<file path="src/rtl/lsu_pkg.sv">
// ---------------------------------------------------------------------------
// lsu_pkg
// Shared types and constants for the load/store bus controller:
//   lsu_state_e          - controller FSM states
//   lsu_size_e           - access size encodings (SZ_B, SZ_H, SZ_W; 2'b11 acts as word)
//   LSU_MAX_WAIT_DEFAULT - default bus wait budget before a timeout
//   is_misaligned()      - alignment rule used by the optional misalign trap
// ---------------------------------------------------------------------------
package lsu_pkg;

    typedef enum logic [1:0] {
        IDLE  = 2'b00,
        ADDR  = 2'b01,
        RDATA = 2'b10,
        DONE  = 2'b11
    } lsu_state_e;

    typedef enum logic [1:0] {
        SZ_B  = 2'b00,
        SZ_H  = 2'b01,
        SZ_W  = 2'b10,
        SZ_WX = 2'b11   // reserved encoding, behaves as a word access
    } lsu_size_e;

    localparam int unsigned LSU_MAX_WAIT_DEFAULT = 16;

    // Half needs addr[0]==0; word (either encoding) needs addr[1:0]==0.
    function automatic logic is_misaligned(input lsu_size_e size, input logic [1:0] addr_lo);
        case (size)
            SZ_B:    return 1'b0;
            SZ_H:    return addr_lo[0];
            default: return (addr_lo != 2'b00);
        endcase
    endfunction

endpackage

</file>
<file path="src/rtl/lsu_bus_ctrl_if.sv">
// ---------------------------------------------------------------------------
// lsu_bus_ctrl_if
// Word-oriented memory bus between the LSU controller and the memory side.
//   bus_valid/bus_ready  address-phase handshake
//   bus_we               write enable
//   bus_addr             word-aligned byte address
//   bus_wdata/bus_be     lane-replicated store data and byte enables
//   bus_rvalid/bus_rdata read data return
// Modports: master (controller), slave (memory).
// ---------------------------------------------------------------------------
interface lsu_bus_ctrl_if;

    logic        bus_valid;
    logic        bus_ready;
    logic        bus_we;
    logic [31:0] bus_addr;
    logic [31:0] bus_wdata;
    logic [3:0]  bus_be;
    logic        bus_rvalid;
    logic [31:0] bus_rdata;

    modport master (
        output bus_valid, bus_we, bus_addr, bus_wdata, bus_be,
        input  bus_ready, bus_rvalid, bus_rdata
    );

    modport slave (
        input  bus_valid, bus_we, bus_addr, bus_wdata, bus_be,
        output bus_ready, bus_rvalid, bus_rdata
    );

endinterface

</file>
<file path="src/rtl/lsu_lane.sv">
// ---------------------------------------------------------------------------
// lsu_lane
// Purely combinational byte-lane steering.
//   Store side: st_size_i/st_addr_lo_i/st_wdata_i -> st_be_o, st_wdata_o
//               (data replicated across every lane it may land in)
//   Load side:  ld_size_i/ld_addr_lo_i/ld_rdata_i -> ld_rdata_o
//               (selected lane right-justified, zero-filled)
// Half accesses look at addr[1] only; word accesses ignore the low bits.
// ---------------------------------------------------------------------------
module lsu_lane
    import lsu_pkg::*;
(
    input  lsu_size_e   st_size_i,
    input  logic [1:0]  st_addr_lo_i,
    input  logic [31:0] st_wdata_i,
    output logic [3:0]  st_be_o,
    output logic [31:0] st_wdata_o,
    input  lsu_size_e   ld_size_i,
    input  logic [1:0]  ld_addr_lo_i,
    input  logic [31:0] ld_rdata_i,
    output logic [31:0] ld_rdata_o
);

    always_comb begin
        // NOTE: defaults first so every path assigns every output; a missing
        // assignment on any branch would infer a latch.
        st_be_o    = 4'b1111;
        st_wdata_o = st_wdata_i;
        case (st_size_i)
            SZ_B: begin
                st_be_o    = 4'b0001 << st_addr_lo_i;
                st_wdata_o = {4{st_wdata_i[7:0]}};
            end
            SZ_H: begin
                st_be_o    = 4'b0011 << {st_addr_lo_i[1], 1'b0};
                st_wdata_o = {2{st_wdata_i[15:0]}};
            end
            default: ;
        endcase
    end

    always_comb begin
        ld_rdata_o = ld_rdata_i;
        case (ld_size_i)
            SZ_B:    ld_rdata_o = {24'b0, 8'(ld_rdata_i >> {ld_addr_lo_i, 3'b000})};
            SZ_H:    ld_rdata_o = {16'b0, 16'(ld_rdata_i >> {ld_addr_lo_i[1], 4'b0000})};
            default: ;
        endcase
    end

endmodule

</file>
<file path="src/rtl/lsu_bus_ctrl.sv">
// ---------------------------------------------------------------------------
// lsu_bus_ctrl
// Turns a held datapath load/store request into one bus transaction.
//   clk, rst         clock, asynchronous active-high reset
//   req_*_i          datapath request (held until the rsp_valid cycle)
//   stall_o          freezes PC / register write while the access is open
//   rsp_valid_o      one-cycle completion pulse
//   rsp_rdata_o      load data, zero-extended, held until the next load
//   rsp_err_o        timeout, pulses with rsp_valid_o
//   misalign_o       misaligned access, pulses with rsp_valid_o
//   bus              lsu_bus_ctrl_if.master
// Build option: define LSU_MISALIGN_TRAP_EN to trap misaligned half/word
// accesses without touching the bus; otherwise low address bits are ignored
// and misalign_o stays 0.
// ---------------------------------------------------------------------------
module lsu_bus_ctrl
    import lsu_pkg::*;
#(
    parameter int unsigned MAX_WAIT = LSU_MAX_WAIT_DEFAULT
) (
    input  logic           clk,
    input  logic           rst,
    input  logic           req_valid_i,
    input  logic           req_we_i,
    input  logic [1:0]     req_size_i,
    input  logic [31:0]    req_addr_i,
    input  logic [31:0]    req_wdata_i,
    output logic           stall_o,
    output logic           rsp_valid_o,
    output logic [31:0]    rsp_rdata_o,
    output logic           rsp_err_o,
    output logic           misalign_o,
    lsu_bus_ctrl_if.master bus
);

    // One spare count so the counter can pass MAX_WAIT after a late handshake.
    localparam int unsigned       WAIT_W     = $clog2(MAX_WAIT + 2);
    localparam logic [WAIT_W-1:0] WAIT_LIMIT = WAIT_W'(MAX_WAIT);

    lsu_state_e        state_q;
    logic [WAIT_W-1:0] wait_q;
    logic [WAIT_W-1:0] wait_d;
    lsu_size_e         size_q;
    logic [1:0]        addr_lo_q;
    logic              bus_valid_q;
    logic              bus_we_q;
    logic [31:0]       bus_addr_q;
    logic [31:0]       bus_wdata_q;
    logic [3:0]        bus_be_q;
    logic              rsp_valid_q;
    logic              rsp_err_q;
    logic              misalign_q;
    logic [31:0]       rsp_rdata_q;

    lsu_size_e   req_size;
    logic [3:0]  lane_be;
    logic [31:0] lane_wdata;
    logic [31:0] lane_rdata;
    logic        misaligned;
    logic        timeout;

    assign req_size = lsu_size_e'(req_size_i);

    // Store lanes come straight from the request (captured on IDLE->ADDR);
    // load extraction uses the captured size/offset.
    lsu_lane u_lane (
        .st_size_i    (req_size),
        .st_addr_lo_i (req_addr_i[1:0]),
        .st_wdata_i   (req_wdata_i),
        .st_be_o      (lane_be),
        .st_wdata_o   (lane_wdata),
        .ld_size_i    (size_q),
        .ld_addr_lo_i (addr_lo_q),
        .ld_rdata_i   (bus.bus_rdata),
        .ld_rdata_o   (lane_rdata)
    );

`ifdef LSU_MISALIGN_TRAP_EN
    assign misaligned = is_misaligned(req_size, req_addr_i[1:0]);
`else
    assign misaligned = 1'b0;
`endif

    // The cycle being counted is the one that reaches the limit.
    assign wait_d  = wait_q + WAIT_W'(1);
    assign timeout = (wait_d >= WAIT_LIMIT);

    always_ff @(posedge clk or posedge rst) begin
        if (rst) begin
            state_q     <= IDLE;
            wait_q      <= '0;
            size_q      <= SZ_B;
            addr_lo_q   <= 2'b00;
            bus_valid_q <= 1'b0;
            bus_we_q    <= 1'b0;
            bus_addr_q  <= '0;
            bus_wdata_q <= '0;
            bus_be_q    <= '0;
            rsp_valid_q <= 1'b0;
            rsp_err_q   <= 1'b0;
            misalign_q  <= 1'b0;
            rsp_rdata_q <= '0;
        end else begin
            // NOTE: non-blocking assignments so every register updates from
            // pre-edge values regardless of statement order.
            rsp_valid_q <= 1'b0;
            rsp_err_q   <= 1'b0;
            misalign_q  <= 1'b0;
            case (state_q)
                IDLE: begin
                    if (req_valid_i) begin
                        if (misaligned) begin
                            state_q     <= DONE;
                            rsp_valid_q <= 1'b1;
                            misalign_q  <= 1'b1;
                        end else begin
                            state_q     <= ADDR;
                            wait_q      <= '0;
                            size_q      <= req_size;
                            addr_lo_q   <= req_addr_i[1:0];
                            bus_valid_q <= 1'b1;
                            bus_we_q    <= req_we_i;
                            bus_addr_q  <= {req_addr_i[31:2], 2'b00};
                            bus_wdata_q <= lane_wdata;
                            bus_be_q    <= lane_be;
                        end
                    end
                end
                ADDR: begin
                    wait_q <= wait_d;
                    // A handshake in the last budget cycle still wins.
                    if (bus.bus_ready) begin
                        bus_valid_q <= 1'b0;
                        if (bus_we_q) begin
                            state_q     <= DONE;
                            rsp_valid_q <= 1'b1;
                        end else if (bus.bus_rvalid) begin
                            state_q     <= DONE;
                            rsp_valid_q <= 1'b1;
                            rsp_rdata_q <= lane_rdata;
                        end else begin
                            state_q <= RDATA;
                        end
                    end else if (timeout) begin
                        bus_valid_q <= 1'b0;
                        state_q     <= DONE;
                        rsp_valid_q <= 1'b1;
                        rsp_err_q   <= 1'b1;
                        rsp_rdata_q <= '0;
                    end
                end
                RDATA: begin
                    wait_q <= wait_d;
                    if (bus.bus_rvalid) begin
                        state_q     <= DONE;
                        rsp_valid_q <= 1'b1;
                        rsp_rdata_q <= lane_rdata;
                    end else if (timeout) begin
                        state_q     <= DONE;
                        rsp_valid_q <= 1'b1;
                        rsp_err_q   <= 1'b1;
                        rsp_rdata_q <= '0;
                    end
                end
                default: begin
                    state_q <= IDLE;
                end
            endcase
        end
    end

    // Released in DONE so the datapath advances in the response cycle.
    assign stall_o       = req_valid_i && (state_q != DONE);
    assign rsp_valid_o   = rsp_valid_q;
    assign rsp_rdata_o   = rsp_rdata_q;
    assign rsp_err_o     = rsp_err_q;
    assign misalign_o    = misalign_q;
    assign bus.bus_valid = bus_valid_q;
    assign bus.bus_we    = bus_we_q;
    assign bus.bus_addr  = bus_addr_q;
    assign bus.bus_wdata = bus_wdata_q;
    assign bus.bus_be    = bus_be_q;

endmodule

</file>
<file path="src/flat_wrapper.sv">
// flat-port wrapper written by rule: the top's interface ports become plain ports
module lsu_bus_ctrl_flat import lsu_pkg::*;
#(
    parameter int unsigned MAX_WAIT = LSU_MAX_WAIT_DEFAULT
)
  (clk, rst, req_valid_i, req_we_i, req_size_i, req_addr_i, req_wdata_i, stall_o, rsp_valid_o, rsp_rdata_o, rsp_err_o, misalign_o, bus_bus_valid, bus_bus_we, bus_bus_addr, bus_bus_wdata, bus_bus_be, bus_bus_ready, bus_bus_rvalid, bus_bus_rdata);
  lsu_bus_ctrl_if bus_i ();
  input  logic clk;
  input  logic rst;
  input  logic req_valid_i;
  input  logic req_we_i;
  input  logic [1:0] req_size_i;
  input  logic [31:0] req_addr_i;
  input  logic [31:0] req_wdata_i;
  output logic stall_o;
  output logic rsp_valid_o;
  output logic [31:0] rsp_rdata_o;
  output logic rsp_err_o;
  output logic misalign_o;
  output wire logic [$bits(bus_i.bus_valid)-1:0] bus_bus_valid;
  output wire logic [$bits(bus_i.bus_we)-1:0] bus_bus_we;
  output wire logic [$bits(bus_i.bus_addr)-1:0] bus_bus_addr;
  output wire logic [$bits(bus_i.bus_wdata)-1:0] bus_bus_wdata;
  output wire logic [$bits(bus_i.bus_be)-1:0] bus_bus_be;
  input wire logic [$bits(bus_i.bus_ready)-1:0] bus_bus_ready;
  input wire logic [$bits(bus_i.bus_rvalid)-1:0] bus_bus_rvalid;
  input wire logic [$bits(bus_i.bus_rdata)-1:0] bus_bus_rdata;
  assign bus_bus_valid = bus_i.bus_valid;
  assign bus_bus_we = bus_i.bus_we;
  assign bus_bus_addr = bus_i.bus_addr;
  assign bus_bus_wdata = bus_i.bus_wdata;
  assign bus_bus_be = bus_i.bus_be;
  assign bus_i.bus_ready = bus_bus_ready;
  assign bus_i.bus_rvalid = bus_bus_rvalid;
  assign bus_i.bus_rdata = bus_bus_rdata;
  lsu_bus_ctrl #(.MAX_WAIT(MAX_WAIT)) u_core (.clk(clk), .rst(rst), .req_valid_i(req_valid_i), .req_we_i(req_we_i), .req_size_i(req_size_i), .req_addr_i(req_addr_i), .req_wdata_i(req_wdata_i), .stall_o(stall_o), .rsp_valid_o(rsp_valid_o), .rsp_rdata_o(rsp_rdata_o), .rsp_err_o(rsp_err_o), .misalign_o(misalign_o), .bus(bus_i));
endmodule
</file>
<file path="config.mk">
export PLATFORM = sky130hd
export DESIGN_NAME = lsu_bus_ctrl_flat
export DESIGN_NICKNAME = d
export VERILOG_FILES = /design/src/rtl/lsu_pkg.sv /design/src/rtl/lsu_bus_ctrl_if.sv /design/src/rtl/lsu_lane.sv /design/src/rtl/lsu_bus_ctrl.sv /design/src/flat_wrapper.sv
export SDC_FILE = /design/constraint.sdc
export NUM_CORES = 1
export LEC_CHECK = 0
export CORE_UTILIZATION = 43
export DETAILED_ROUTE_END_ITERATION = 10
export GPL_ROUTABILITY_DRIVEN = 1
export HOLD_SLACK_MARGIN = 0.03
export PLACE_DENSITY = 0.8
export SETUP_SLACK_MARGIN = 0.15
export SYNTH_ARGS = -nofsm -noshare
export SYNTH_HDL_FRONTEND = slang
export SYNTH_SLANG_ARGS = --single-unit
</file>
<file path="constraint.sdc">
create_clock -name clk -period 4.5 [get_ports clk]
set_clock_uncertainty 0.15 [all_clocks]
set_input_delay 0.45 -clock clk [delete_from_list [all_inputs] [get_ports clk]]
set_output_delay 0.45 -clock clk [all_outputs]
set_load 0.005 [all_outputs]
</file>
; ---- Yosys cells after proc, flatten, opt, wreduce, memory -nomap -nowiden
; Index checks and enable logic that the tools add are counted.
[word_totals]
register_bits = 113
out_inout_bits = 106
wordCells = 70
[classes]
addsub = 1
order_cmp = 1
n_eq_ne = 9
shift = 4
n_mux = 31
reduce_logical = 12
[ops]
columns = cell, n
row1 = one-hot mux 32 bit (2 select lines), 3
row2 = two-way mux 32 bit, 5
row3 = right shift 32 x 5 -> 16 bit, 1
row4 = right shift 32 x 5 -> 8 bit, 1
row5 = two-way mux 1 bit, 11
row6 = two-way mux 2 bit, 5
row7 = one-hot mux 5 bit (2 select lines), 1
row8 = one-hot mux 4 bit (2 select lines), 1
row9 = "== test 2 x 1 -> 1 bit, second input constant", 3
row10 = logical NOT 2 bit, 3
row11 = "inequality test 3 bit, second input constant", 2
row12 = one-hot mux 1 bit (2 select lines), 3
row13 = one-hot mux 2 bit (3 select lines), 1
row14 = AND reduction 3 bit, 2
row15 = nonzero test 2 bit, 3
row16 = "adder 5 x 1 -> 5 bit, second input constant", 1
row17 = "greater-or-equal comparator 5 bit, second input constant", 1
row18 = two-way mux 5 bit, 1
row19 = "inequality test 2 bit, second input constant", 2
row20 = AND reduction 2 bit, 2
row21 = "left shift 1 x 2 -> 4 bit, first input constant", 1
row22 = "left shift 2 x 2 -> 4 bit, first input constant", 1
row23 = "inequality test 3 x 2 -> 1 bit, second input constant", 1
row24 = "== test 2 bit, second input constant", 1
row25 = 2 further kinds, 2

; ---- Logic depth before layout (Yosys ltp)
[depth]
word_depth = 6
mapped_depth = 7

; ---- Hierarchy
; From an unflattened synthesis, not the netlist that was laid out.
[unflattened]
hier_cells = 494
area_unflattened_um2 = 5540.3
[modules_own_cells]
columns = module, instances, cells_per_inst, area_each_um2, seq_area_each_um2
row1 = lsu_bus_ctrl, 1, 366, 4599.4, 2827.7
row2 = lsu_lane, 1, 128, 940.9, 0.0

; ---- Worst setup path after synthesis
; No wires, ideal clock.
[synth_path]
path_kind = reg-to-reg
from = register u_core.state_q[0]
to = register u_core.rsp_rdata_q[10] (netlist: u_core.rsp_rdata_o[10])
t_arrival_ps = 1715
setup_slack_ps = 2509
stages_incl_launch_ff = 8
n_path_buf = 1
cell_sequence = dfrtp_1 -> inv_1 -> ha_1 -> mux2_4 -> o211ai_2 -> nor2_4 -> buf_4 -> a221o_1
[synth_between]
elab_chain_cells = 3
[synth_lines]
columns = element, line_no
row1 = from (decl), lsu_bus_ctrl.sv:40  ; lsu_state_e state_q;
row2 = from (signal assigned), lsu_bus_ctrl.sv:90  ; state_q <= IDLE;
row3 = from (signal assigned), lsu_bus_ctrl.sv:113  ; state_q <= DONE;
row4 = from (signal assigned), lsu_bus_ctrl.sv:117  ; state_q <= ADDR;
row5 = == test 2 x 1 -> 1 bit or == test 2 bit (tied branches), lsu_bus_ctrl.sv:109  ; case (state_q)
row6 = inequality test 3 bit (no source line) or nonzero test 2 bit (tied branches), -
row7 = AND reduction 3 bit (no source line), -
row8 = to (signal assigned), lsu_bus_ctrl.sv:140  ; rsp_rdata_q <= lane_rdata;
row9 = to (signal assigned), lsu_bus_ctrl.sv:157  ; rsp_rdata_q <= lane_rdata;
row10 = to (decl), lsu_bus_ctrl.sv:53  ; logic [31:0] rsp_rdata_q;
; Parallel ways exist; a longest one is shown, timed or not.
; A chain may end at the register's enable or synchronous reset.

; ---- Final worst setup path
[layout_path]
from = register u_core.state_q[0]
to = register u_core.rsp_rdata_q[19] (netlist: u_core.rsp_rdata_o[19])
; Same word-level chain as after synthesis.

==> metrics.md <==
| Metric | Value |
|---|---|
| Status | `finished, final reports clean` |
| Layout fillers | `886` |
| PD cells | `670 mW/mm^2` |
| # hold bufs at CTS | `0` |
| Clk network pwr share | `0.244` |
| Crit path max-delay family | `compound AO/OA/AOI/OAI gates` |
| Worst Setup Path Type | `reg -> reg` |
| Num CTS Buffers | `17` |
| First-pass DRT Iterations | `5` |
| Inst Count DP | `758` |
| Sequential share of the synthesized area | `0.555` |
| Critical Path RT | `about 4.7 ns` |
| CORE AREA | `0.0115 sq mm` |
| Synthesized area per cell | `11.9 sq um` |
| Post-synth ARST share | `1.00` |
| Period utilization | `0.562` |
| GRT Total Usage | `0.232` |
| Vias in the first global route | `around 4,400` |
| Comb pwr share | `0.416` |
| Die ar. | `around 0.012 sq mm` |
| Wirelength, routed | `~14,000 microns` |
| CP endpoint kind | `register` |
| Buf/Inv on CP | `1` |
| Skew-Pair Late Insertion Delay | `0.41 ns` |
| Max Slew Vio Count | `0` |
| Root buf cell | `clkbuf_16` |
| Dpl hpwl | `9770 microns` |
| Setup_tns | `0 ns` |
| Final Hold Viols | `0` |
| Top_reg_cell synth | `dfrtp_1` |
| Max_slew headroom | `0.299` |
| Cell-internal power | `3.63 mW` |
| Post-route DRC violation count | `0` |
| Vias/cell | `around 5.3` |
| Chip height | `111 microns` |
| Post-DRT Antenna Nets | `0` |
| CP Launch Type | `register` |
| Tot Pwr | `5.22 mW` |
| Clock Sinks | `between 100 and 150` |
| Syn. warnings | `0` |
| Hold crit path type | `in -> async` |
| Synthesized area | `0.00510 sq mm` |
| PostCTS Resize Cnt | `0` |
| Net Sw Frac | `0.305` |
| Worst EP arrival | `2.72 ns` |
| Max Clock Freq | `about 0.40 GHz` |
| Most common cell in the netlist | `dfrtp_1` |
| # rows | `39` |
| Starting DRT DRC Count | `220` |
| Min cycle time layout | `between 2 and 3 ns` |
| DIE WIDTH | `111 microns` |
| Ports | `between 200 and 250` |
| Endpoints failing setup | `0` |
| RSZ-0062 raised after global routing | `no` |
| Worst-Margin Slew | `1.05 ns` |
| Critical-path maximum fanout | `32` |
| NetSw | `~1.6 mW` |
| I/O Buffers | `206` |
| Grt ovf | `0` |
| Crit path cell chain | `inv_1, ha_1, mux2_4, o211a_4, a31oi_4, a22o_1` |
| Flops & latches, synth | `roughly 110` |
| Vias | `~4,200` |
| Initial antenna violation count | `0` |
| Crit-path slowest cell | `a31oi_4` |
| Clk buf depth | `2` |
| P_leak | `between 3 and 4 nW` |
| Reg clk slew, reported paths | `roughly 0.050 ns` |
| Area share of the largest cell type after synthesis | `0.555` |
| Initial Utilization | `0.444` |
| Cell variety after synth | `between 40 and 50` |
| Commonest cells in the netlist | `113 x dfrtp_1, 45 x nand2_1, 42 x mux2_2` |
| Fin cells | `between 700 and 800` |
| Seq pwr share | `0.340` |
| Deepest level of the CTS H-tree | `4` |
| First-pass GRT wire length | `22,600 microns` |
| Share of post-route cells with drive strength above 1 | `0.127` |
| Synth area leaders | `dfrtp_1 55%, mux2_2 9.3%, mux2i_1 7.5%` |
| Nets | `743` |
| Post-CTS Repair Setup Buffers | `0` |
| TritonCTS clock tree | `done` |
| CP max stage delay | `0.71 ns` |
| Post-Syn Instances | `430` |
| Peak VDD IR | `0.372 mV` |
| EDFF count, synth | `0` |
| Final GP Congestion | `just under 0.8` |
| # diodes | `0` |
| Max Cap Viol | `0` |
| Largest area contributor in the synthesized netlist | `dfrtp_1` |
| WL/cell | `17.2 microns` |
| Pin count of the biggest net entering global routing | `101` |
| Synth-to-Final Area Change | `53.0%` |
==> flip-flops by register name, summed over array words and instances (netlist names) <==
name / flops
u_core.state_q: 2
u_core.wait_q: 5
u_core.bus.bus_valid: 1
u_core.rsp_err_o: 1
u_core.bus.bus_be: 4
u_core.bus.bus_addr: 30
u_core.addr_lo_q: 2
u_core.rsp_valid_o: 1
u_core.bus.bus_we: 1
u_core.bus.bus_wdata: 32
u_core.rsp_rdata_o: 32
u_core.size_q: 2
==> logic make-up (layout without fill, tap and decap cells) <==
logic type                 after synthesis  in the layout  share of synthesized area
DFF                                    113            113                      0.555
buffers and inverters                   36            248                     0.0346
xor gates and xnor gates                 1              1                    0.00540
muxes                                   81             81                      0.170
other                                    1              3                   0.000736
adders and majority gates                5              5                     0.0123
and+or+nand+nor                         84             84                     0.0717
AOI/OAI and AO/OA                      109            109                      0.150
==> layout make-up <==
cell class	instances	area, sq um	share of cell area
Clock buffer	22	474	0.0608
Clock inverter	7	85.1	0.0109
Inverter	10	40.0	0.00513
Multi-Input combinational cell	283	2110	0.270
Sequential cell	113	2830	0.363
Tap cell	143	179	0.0229
Timing Repair Buffer	209	2080	0.267
==> path summary, 6_finish.rpt <==
check,startpoint,endpoint,slack [ns],depth (start not counted)
min in group clk,u_core.bus.bus_wdata[27]$_DFFE_PP0P_,u_core.bus.bus_wdata[27]$_DFFE_PP0P_,0.32,2
worst max register to register,u_core.state_q[0]$_DFFE_PP0P_,u_core.rsp_rdata_o[19]$_DFFE_PP0P_,1.97,6
worst max-delay path,u_core.state_q[0]$_DFFE_PP0P_,u_core.rsp_rdata_o[19]$_DFFE_PP0P_,1.97,6
worst min register to register,u_core.bus.bus_wdata[27]$_DFFE_PP0P_,u_core.bus.bus_wdata[27]$_DFFE_PP0P_,0.32,2
worst min-delay path,rst,u_core.bus.bus_addr[2]$_DFFE_PP0P_,0.31,2
max in group asynchronous,rst,u_core.rsp_rdata_o[7]$_DFFE_PP0P_,2.94,3
==> metal layers <==
layer	GRT usage	wire length (microns)
met1	0.271	5530
met2	0.394	6910
met3	0.0804	931
met4	0.0871	204
met5	0	0
==> layout by cell type, fill, tap and decap left out, types with 2 or more instances in the layout <==
cell             synthesis  final
and2_1                   2      2
inv_1                   10      9
conb_1                   1      3
nand2b_1                 3      3
clkbuf_16                0     17
a21oi_1                 16     16
a22o_1                  16     16
clkinv_2                 0      5
nor3b_1                  2      2
clkbuf_1                 9      2
o31ai_1                  3      3
buf_4                    6      3
nor2_1                  20     20
mux2i_1                 38     38
dfrtp_1                113    113
a22oi_1                  7      7
clkdlybuf4s50_1          0    206
a221o_1                  8      8
clkbuf_8                 0      3
o2bb2ai_1                9      9
ha_1                     5      5
nand3_1                  4      4
or3_1                    2      2
nand2_1                 45     44
mux2_2                  42     42
bufinv_16                0      2
nor2b_1                  4      4
o21ai_0                 38     38
==> power groups by stage <==
stage               logic (mW)  clock network [mW]  registers (mW)
CTS                       2.19                1.30            1.78
finish                    2.17                1.27            1.78
global placement          2.12                   0            1.76
detailed placement        2.18                   0            1.79
global route              2.35                1.34            1.84
floorplan                 1.05                   0            1.75
==> metrics by stage <==
stage                     instance area, sq um  setup WS (ns)  utilization  hold slack (ns)
after floorplan                           5100          0.913            -            0.296
after global placement                    7240           1.87        0.631            0.315
after detailed placement                  7240           1.78        0.631            0.320
after CTS                                 7800           1.98        0.680            0.331
after global routing                      7800           1.82        0.680            0.353
final                                     7800           1.97        0.680            0.312
Power figures use the tool's default switching activity.
